--- src/rtl/mesm6_timer_multi.sv ---
// mesm6_timer_multi -- NCH-channel MESM-6 peripheral timer.
//
// Every channel has its own counter, compare/PWM register, period register,
// 3-bit prescaler, one-shot/periodic mode and up/up-down count mode.
// Pending status bits are write-1-to-clear. They feed one level interrupt.
//
// Optional build macro: MESM6_TIMER_CAPTURE_EN
//   Adds the i_cap port and a per-channel capture register (reg 6).
//   Adds the CAP_PEND status bit (bit3) and the IEN_CAP control bit (bit5).
//
// Ports:
//   clk       system clock
//   reset_n   asynchronous active-low reset
//   i_addr    [6:3] channel, [2:0] register, [14:7] ignored
//   i_rd      read strobe
//   i_wr      write strobe
//   i_wdata   write data
//   i_cap     capture inputs, async (only with MESM6_TIMER_CAPTURE_EN)
//   o_rdata   read data, combinational from i_addr, zero-extended
//   o_done    bus acknowledge, one cycle after any strobe
//   o_irq     level interrupt
//   o_pwm     per-channel PWM output (registered)
module mesm6_timer_multi #(
  parameter int unsigned NCH   = 4,
  parameter int unsigned CNT_W = 32
) (
  input  logic           clk,
  input  logic           reset_n,
  input  logic [14:0]    i_addr,
  input  logic           i_rd,
  input  logic           i_wr,
  input  logic [47:0]    i_wdata,
`ifdef MESM6_TIMER_CAPTURE_EN
  input  logic [NCH-1:0] i_cap,
`endif
  output logic [47:0]    o_rdata,
  output logic           o_done,
  output logic           o_irq,
  output logic [NCH-1:0] o_pwm
);

  localparam logic [2:0] REG_CNT  = 3'd0;
  localparam logic [2:0] REG_CMP  = 3'd1;
  localparam logic [2:0] REG_PRD  = 3'd2;
  localparam logic [2:0] REG_CTRL = 3'd3;
  localparam logic [2:0] REG_STS  = 3'd4;
  localparam logic [2:0] REG_PRS  = 3'd5;
`ifdef MESM6_TIMER_CAPTURE_EN
  localparam logic [2:0] REG_CAP  = 3'd6;
  localparam int unsigned CTRL_W  = 6;
`else
  localparam int unsigned CTRL_W  = 5;
`endif

  localparam int unsigned C_EN      = 0;
  localparam int unsigned C_IEN_PRD = 1;
  localparam int unsigned C_IEN_CMP = 2;
  localparam int unsigned C_PERIOD  = 3;
  localparam int unsigned C_UPDOWN  = 4;

  typedef enum logic {DIR_UP = 1'b0, DIR_DOWN = 1'b1} dir_e;

  logic [3:0]     addr_ch;
  logic [2:0]     addr_reg;
  logic [47:0]    rd_val [NCH];
  logic [NCH-1:0] irq_ch;
  logic           done_q;
  logic           unused_bits;

  assign addr_ch     = i_addr[6:3];
  assign addr_reg    = i_addr[2:0];
  assign unused_bits = ^{i_addr[14:7], i_wdata};

  always_ff @(posedge clk or negedge reset_n) begin
    if (!reset_n) done_q <= 1'b0;
    else          done_q <= i_rd | i_wr;
  end

  assign o_done = done_q;
  assign o_irq  = |irq_ch;

`ifdef MESM6_TIMER_CAPTURE_EN
  logic [NCH-1:0] cap_s1_q, cap_s2_q, cap_s3_q, cap_rise;

  always_ff @(posedge clk or negedge reset_n) begin
    if (!reset_n) begin
      cap_s1_q <= '0;
      cap_s2_q <= '0;
      cap_s3_q <= '0;
    end else begin
      cap_s1_q <= i_cap;
      cap_s2_q <= cap_s1_q;
      cap_s3_q <= cap_s2_q;
    end
  end

  assign cap_rise = cap_s2_q & ~cap_s3_q;
`endif

  for (genvar g = 0; g < NCH; g++) begin : g_ch
    logic [CNT_W-1:0]  cnt_q, cnt_d, cmp_q, cmp_d, prd_q, prd_d;
    logic [CTRL_W-1:0] ctrl_q, ctrl_d;
    logic              prd_pend_q, prd_pend_d, cmp_pend_q, cmp_pend_d;
    dir_e              dir_q, dir_d;
    logic [2:0]        prs_q, prs_d;
    logic [6:0]        pc_q, pc_d;
    logic              pwm_q;
    logic              wr_sel, wr_ovr, tick, run, prd_evt, cmp_evt;
    logic [47:0]       rd_ch;
`ifdef MESM6_TIMER_CAPTURE_EN
    logic [CNT_W-1:0]  cap_q, cap_d;
    logic              cap_pend_q, cap_pend_d;
`endif

    assign wr_sel  = i_wr && (addr_ch == 4'(g));
    // Bus writes to CNT, PRD and CTRL take priority over counting in the same cycle.
    assign wr_ovr  = wr_sel && ((addr_reg == REG_CNT) || (addr_reg == REG_PRD) ||
                                (addr_reg == REG_CTRL));
    assign tick    = (pc_q & ~(7'h7f << prs_q)) == 7'd0;
    assign run     = ctrl_q[C_EN] && tick && !wr_ovr;
    assign cmp_evt = run && (cnt_q == cmp_q);

    always_comb begin
      cnt_d      = cnt_q;
      cmp_d      = cmp_q;
      prd_d      = prd_q;
      ctrl_d     = ctrl_q;
      dir_d      = dir_q;
      prs_d      = prs_q;
      pc_d       = pc_q + 7'd1;
      prd_evt    = 1'b0;
      prd_pend_d = prd_pend_q;
      cmp_pend_d = cmp_pend_q;
`ifdef MESM6_TIMER_CAPTURE_EN
      cap_d      = cap_rise[g] ? cnt_q : cap_q;
      cap_pend_d = cap_pend_q;
`endif

      if (run) begin
        if (!ctrl_q[C_UPDOWN] || (dir_q == DIR_UP)) begin
          if (cnt_q == prd_q) begin
            if (!ctrl_q[C_UPDOWN]) begin
              cnt_d   = '0;
              prd_evt = 1'b1;
            end else if (prd_q != '0) begin
              dir_d = DIR_DOWN;
              cnt_d = prd_q - CNT_W'(1);
            end
          end else begin
            cnt_d = cnt_q + CNT_W'(1);
          end
        end else begin
          if (cnt_q == '0) begin
            dir_d   = DIR_UP;
            cnt_d   = CNT_W'(1);
            prd_evt = 1'b1;
          end else begin
            cnt_d = cnt_q - CNT_W'(1);
          end
        end
        // One-shot: stop on the period event, leaving CNT at the reloaded value.
        if (prd_evt && !ctrl_q[C_PERIOD]) ctrl_d[C_EN] = 1'b0;
      end

      if (wr_sel) begin
        case (addr_reg)
          REG_CNT:  cnt_d = i_wdata[CNT_W-1:0];
          REG_CMP:  cmp_d = i_wdata[CNT_W-1:0];
          REG_PRD: begin
            prd_d = i_wdata[CNT_W-1:0];
            cnt_d = '0;
            dir_d = DIR_UP;
          end
          REG_CTRL: begin
            ctrl_d = i_wdata[CTRL_W-1:0];
            if (!ctrl_q[C_EN] && i_wdata[C_EN]) begin
              cnt_d = '0;
              pc_d  = '0;
              dir_d = DIR_UP;
            end
          end
          REG_STS: begin
            prd_pend_d = prd_pend_q & ~i_wdata[0];
            cmp_pend_d = cmp_pend_q & ~i_wdata[1];
`ifdef MESM6_TIMER_CAPTURE_EN
            cap_pend_d = cap_pend_q & ~i_wdata[3];
`endif
          end
          REG_PRS: begin
            prs_d = i_wdata[2:0];
            pc_d  = '0;
          end
          default: ;
        endcase
      end

      // Events are applied after the W1C so a same-cycle set wins.
      prd_pend_d = prd_pend_d | prd_evt;
      cmp_pend_d = cmp_pend_d | cmp_evt;
`ifdef MESM6_TIMER_CAPTURE_EN
      cap_pend_d = cap_pend_d | cap_rise[g];
`endif
    end

    always_ff @(posedge clk or negedge reset_n) begin
      if (!reset_n) begin
        cnt_q      <= '0;
        cmp_q      <= '0;
        prd_q      <= '0;
        ctrl_q     <= '0;
        dir_q      <= DIR_UP;
        prs_q      <= '0;
        pc_q       <= '0;
        prd_pend_q <= 1'b0;
        cmp_pend_q <= 1'b0;
        pwm_q      <= 1'b0;
`ifdef MESM6_TIMER_CAPTURE_EN
        cap_q      <= '0;
        cap_pend_q <= 1'b0;
`endif
      end else begin
        cnt_q      <= cnt_d;
        cmp_q      <= cmp_d;
        prd_q      <= prd_d;
        ctrl_q     <= ctrl_d;
        dir_q      <= dir_d;
        prs_q      <= prs_d;
        pc_q       <= pc_d;
        prd_pend_q <= prd_pend_d;
        cmp_pend_q <= cmp_pend_d;
        pwm_q      <= ctrl_q[C_EN] && (cnt_q < cmp_q);
`ifdef MESM6_TIMER_CAPTURE_EN
        cap_q      <= cap_d;
        cap_pend_q <= cap_pend_d;
`endif
      end
    end

    always_comb begin
      rd_ch = '0;
      case (addr_reg)
        REG_CNT:  rd_ch = 48'(cnt_q);
        REG_CMP:  rd_ch = 48'(cmp_q);
        REG_PRD:  rd_ch = 48'(prd_q);
        REG_CTRL: rd_ch = 48'(ctrl_q);
`ifdef MESM6_TIMER_CAPTURE_EN
        REG_STS:  rd_ch = 48'({cap_pend_q, dir_q == DIR_DOWN, cmp_pend_q, prd_pend_q});
        REG_CAP:  rd_ch = 48'(cap_q);
`else
        REG_STS:  rd_ch = 48'({dir_q == DIR_DOWN, cmp_pend_q, prd_pend_q});
`endif
        REG_PRS:  rd_ch = 48'(prs_q);
        default:  rd_ch = '0;
      endcase
    end

    assign rd_val[g] = rd_ch;
    assign o_pwm[g]  = pwm_q;
`ifdef MESM6_TIMER_CAPTURE_EN
    assign irq_ch[g] = (prd_pend_q && ctrl_q[C_IEN_PRD]) ||
                       (cmp_pend_q && ctrl_q[C_IEN_CMP]) ||
                       (cap_pend_q && ctrl_q[5]);
`else
    assign irq_ch[g] = (prd_pend_q && ctrl_q[C_IEN_PRD]) ||
                       (cmp_pend_q && ctrl_q[C_IEN_CMP]);
`endif
  end

  always_comb begin
    o_rdata = '0;
    for (int unsigned i = 0; i < NCH; i++) begin
      if (addr_ch == 4'(i)) o_rdata = rd_val[i];
    end
  end

endmodule
--- config.mk ---
export PLATFORM = sky130hd
export DESIGN_NAME = mesm6_timer_multi
export DESIGN_NICKNAME = d
export VERILOG_FILES = /design/src/rtl/mesm6_timer_multi.sv
export SDC_FILE = /design/constraint.sdc
export NUM_CORES = 2
export LEC_CHECK = 0
export BUFFER_PORTS_ARGS = -buffer_cell sky130_fd_sc_hd__buf_2
export CAP_MARGIN = 10
export CORE_MARGIN = 2
export CORE_UTILIZATION = 64
export DETAILED_ROUTE_END_ITERATION = 8
export PLACE_DENSITY = 0.91
export SYNTH_ARGS = -nofsm -noshare
export SYNTH_HDL_FRONTEND = slang
export SYNTH_SLANG_ARGS = --single-unit
--- constraint.sdc ---
create_clock -name clk -period 4.5 [get_ports clk]
set_input_delay 0.9 -clock clk [delete_from_list [all_inputs] [get_ports clk]]
set_output_delay 0.9 -clock clk [all_outputs]
set_load 0.02 [all_outputs]
=== Word level (Yosys, flattened, before mapping) ===
Index checks and enable logic that the tools add are counted.

* Add/sub/neg operators: 16
* Eq/ne operators: 16
* Magnitude comparators: 4
* Multiplexer cells: 148
* Reduce and logical (&&, ||, !) cells: 97
* Shift operators: 4
* Bitwise operators: 31

{| class="wikitable"
|+ Operator list
! cell !! count
|-
| 2-to-1 mux 32 bit || 32
|-
| case mux 32 bit (6 select lines) || 4
|-
| case mux 32 bit (3 select lines) || 4
|-
| == test 32 bit || 8
|-
| subtractor 32 x 1 -> 32 bit (second input constant) || 8
|-
| 2-to-1 mux 48 bit || 4
|-
| adder 32 x 1 -> 32 bit (second input constant) || 4
|-
| zero test 32 bit || 4
|-
| < comparator 32 bit || 4
|-
| nonzero test 32 bit || 4
|-
| 2-to-1 mux 1 bit || 88
|-
| 2-to-1 mux 7 bit || 8
|-
| case mux 7 bit (2 select lines) || 4
|-
| logical AND 1 bit || 40
|-
| AND reduction 2 bit || 16
|-
| adder 7 x 1 -> 7 bit (second input constant) || 4
|-
| AND 7 bit || 4
|-
| zero test 7 bit || 4
|-
| NOT 7 bit || 4
|-
| left shift 7 x 3 -> 7 bit (first input constant) || 4
|-
| zero test 1 bit || 16
|-
| logical OR 1 bit || 10
|-
| OR 1 bit || 9
|-
| AND 1 bit || 8
|-
| other kinds (10) || 21
|}

* Word-level logic and storage cells: 361
* Register bits after elaboration: 461

=== Logic depth before layout (Yosys ltp) ===
* Word-level depth: 12
* Mapped depth: 14

=== Worst setup path before layout ===
OpenSTA, ideal clock, no wires.

* Path type: input to output
* Start point: input port i_addr[0]
* End point: output port o_rdata[4]
* Buffers on the path: 5
* Arrival: 3.091 ns
* Stages: 7
* Slack: 0.509 ns
* Required time: 3.600 ns
* Path through: clkbuf_1 buf_1 clkbuf_1 buf_1 clkbuf_1 mux4_2 a21o_1

* Cells in the longest elaborated chain, start to end: 6
* Elaborated cells on any way between the ends: 14
* Those cells by class: eq/ne: 5; mux: 8; reduce/logical: 1

{| class="wikitable"
|+ RTL lines
! element !! line !! text
|-
| start: declaration || 29 || <nowiki>input logic [14:0] i_addr,</nowiki>
|-
| == test 3 bit, or another cell as far along || 241 || <nowiki>case (addr_reg)</nowiki>
|-
| case mux 32 bit (6 select lines) || 241 ||
|-
| 2-to-1 mux 48 bit (3 in a row) || 272 || <nowiki>if (addr_ch == 4'(i)) o_rdata = rd_val[i];</nowiki>
|-
| 2-to-1 mux 48 bit (*) || 272 ||
|-
| end: declaration || 36 || <nowiki>output logic [47:0] o_rdata,</nowiki>
|}

Every way passes the cells marked *; elsewhere a longest branch is shown, timed or not.

=== Final worst setup path ===
* Start point: input port i_addr[2]
* End point: output port o_rdata[0]

Same word-level chain as after synthesis.

==> metrics.txt <==
DR vias=39300; via-per-instance ratio=around 7.5; max_cap viols=0; Die X-Extent=~250 µm; global-route wire length before repair=approximately 240000 µm; Yosys top cell area share=about 31%; fillers=around 4600; Root Driver=clkbuf_16; vias in the first global route=36100; # IOs=roughly 120; adder-cell share of the synthesized area=just under 5%; Post-CTS Resized=0; fraction of synthesized area in multiplexers=between 10% and 20%; setup TNS=0 ns; Initial Utilization=around two thirds; Layout Nets=around 4700; Final ANT Viol Nets=0; Starting DRT DRC Count=about 6300; Post-Syn Instances=~4500; Leakage=~0.018 µW; syn avg cell area=~8.3 µm²; clock buffer depth=3; Mapped Area=37500 µm²; DIE AREA=around 61000 µm²; leading area contributor after synthesis=dfrtp_1; WS Path Type=in -> out; Netlist cell types=82; worst skew pair latency=between 0.6 and 0.7 ns; post-CTS setup buffer count=0; Sequential Power Share=36.7%; cts hold-fix bufs=0; most area-consuming cells after synthesis=dfrtp_1, mux2_2, ha_1; Final Max Tran Viols=0; Worst EP arrival=approximately 3.4 ns; post-synthesis register bit count=~460; per-cell routed wire length=slightly above 30 µm; Rows=88; Routed WL=about 160000 µm; Synth Area in Simple Gates=a little under a fifth; Worst Tran Pin Value=around 1.3 ns; setup violators final=0; Slew headroom=a little over an eighth; Post-Route Skew=about 0.027 ns; EDFF count, synth=0; core area=57800 µm²; Hold Slack=between 0.3 and 0.4 ns; fin crit period=between 4 and 5 ns; synth warn=0; Synth Area in XOR/XNOR=under 10%; dominant combinational cell family by area after synthesis=compound AO/OA/AOI/OAI gates; Max Fclk=231 MHz; CTS buffer count=52; GRT Total Usage=approximately 53%; initial antenna violation count=14; Worst setup EP type=output port; status=finished, final reports clean; Comb pwr share=between 30% and 40%; CP max-delay cell=o21ai_0; die height=about 250 µm; CTS tree=done; commonest non-fill, non-tap cell in the layout=dfrtp_1; dpl hpwl=around 110000 µm; grt ovf=0; Hold Path Class=in -> async; Async S/R FF share, synth=100%; Reg clk slew, reported paths=around 0.060 ns; pwr/cell area=approximately 430 nW/µm²; Sw Share=around two fifths; Post-route DRC=0; share of cells above drive strength 1=approximately 15%; unrepaired setup endpoints after global routing=false; power share of the clock group=a little over a quarter; P_int=a little over 10000 µW; Critical Path Source Type=primary input; peak supply drop=between 0.4 and 0.5 mV; RePlAce Congestion=approximately 1.1; H-tree level count=2; CTS sink count=461; largest net degree at the start of global routing=100; crit-path cells=buf_2, buf_4, nor3_2, buf_12, a22oi_1, a31oi_1, a21oi_1, o21ai_0, buf_4, buf_2; Hold Vio Cnt, Final=0; ys flop type=dfrtp_1; Final period util=a little over nine tenths; area grow syn2layout=8.96%; CP required=3.60 ns; Crit path largest cell delay=roughly 0.42 ns; Buffers on Ports=80; Synth Area in Compound Gates=20.2%; most frequent cells in the layout=dfrtp_1, nand2_1, o21ai_0, nor2_1, a21oi_1; crit path max fanout=between 50 and 60; DR pass1 iterations=9; Psw=approximately 7300 µW; post-synthesis sequential area ratio=30.8%
-- kinds of logic after synthesis --
| logic type | Yosys count |
|---|---|
| simple gates | 1451 |
| compound gates | 1166 |
| buf+inv | 623 |
| flops | 461 |
| mux | 369 |
| xor+xnor | 319 |
| fa+ha+maj | 148 |
| other cells | 1 |
-- cells in the mapped netlist, drive strengths merged (26+ instances only) --
cell,instances
xnor2,118
nor3,150
a31oi,39
a21o,49
o221ai,65
a221o,44
clkbuf,381
nand4,83
and3,47
o31ai,26
nand2,362
xor2,201
nand3,147
buf,77
or3,55
nor2,315
mux2i,115
ha,148
nor4,101
dfrtp,461
o211ai,60
mux2,247
a22oi,38
o22ai,78
inv,165
nor2b,31
or4,38
a221oi,26
a21oi,258
o21ai,320
-- registers in the layout, summed over array words and instances, names as in the netlist --
name / count
g_ch.cnt_q: 128
o_done: 1
g_ch.prs_q: 12
g_ch.ctrl_q: 20
g_ch.cmp_q: 128
g_ch.pwm_q: 4
g_ch.pc_q: 28
g_ch.dir_q: 4
g_ch.prd_pend_q: 4
g_ch.cmp_pend_q: 4
g_ch.prd_q: 128
-- layer usage --
metal | share of wire, % | vias up | GRT usage [%] | wire length (µm)
li1 | - | 16400 | - | -
met1 | 35 | 18500 | 68.1 | 57800
met2 | 39 | 3441 | 72.4 | 64000
met3 | 16 | 882 | 20.3 | 26300
met4 | 9.4 | 24 | 38.4 | 15400
met5 | 0.12 | - | 0 | 204
-- critical path: cells and delay by family --
family / cells / cell delay, ns
compound gates: 4 / 0.98
buf+inv: 5 / 1.19
simple gates: 1 / 0.29
-- final timing paths --
path	start	end	slack, ns	depth (start not counted)
worst max-delay path	i_addr[2]	o_rdata[0]	0.18	10
worst min-delay path	reset_n	g_ch[0].cnt_q[10]	0.33	1
worst max register to register	g_ch[0].prd_q[0]	g_ch[0].cnt_q[1]	0.34	10
worst min register to register	g_ch[0].pc_q[0]	g_ch[0].pc_q[0]	0.52	1
max in group asynchronous	reset_n	g_ch[2].prd_q[10]	3.12	2
min in group clk	i_rd	o_done	0.47	2
-- power groups by stage --
stage | logic (µW) | registers (µW) | clock network [µW]
after floorplan | 4820 | 5360 | 0
after global placement | 5850 | 6340 | 0
final | 6310 | 6400 | 4710
after CTS | 6060 | 6300 | 4670
after global routing | 6780 | 6460 | 4830
after detailed placement | 5990 | 6360 | 0
-- cell type report --
| type | count | area [µm²] | share of cell area, % |
|---|---|---|---|
| diodes | 16 | 40.0 | 0.0980 |
| clock buffers | 67 | 1480 | 3.62 |
| clock inverters | 29 | 345 | 0.845 |
| inverters | 165 | 619 | 1.52 |
| multi-input cells | 3469 | 23600 | 57.9 |
| flip-flops and latches | 461 | 11500 | 28.2 |
| well taps | 765 | 957 | 2.34 |
| repair buffers | 299 | 2240 | 5.48 |
-- stage by stage --
| step | cell area, µm² | cells | setup WS (ns) | power [µW] | util [%] |
|---|---|---|---|---|---|
| 3_3_place_gp | 39000 | 5159 | 0.443 | 12200 | 67.5 |
| 4_1_cts | 40800 | 5255 | 0.407 | 17000 | 70.6 |
| 3_5_place_dp | 39000 | 5159 | 0.407 | 12400 | 67.5 |
| 2_1_floorplan | 37600 | 4553 | 0.509 | 10200 | - |
| 5_1_grt | 40800 | 5255 | 0.228 | 18100 | 70.6 |
| 6_report | 40900 | 5271 | 0.180 | 17400 | 70.7 |
Note: power is estimated with default switching activity, not from simulation.
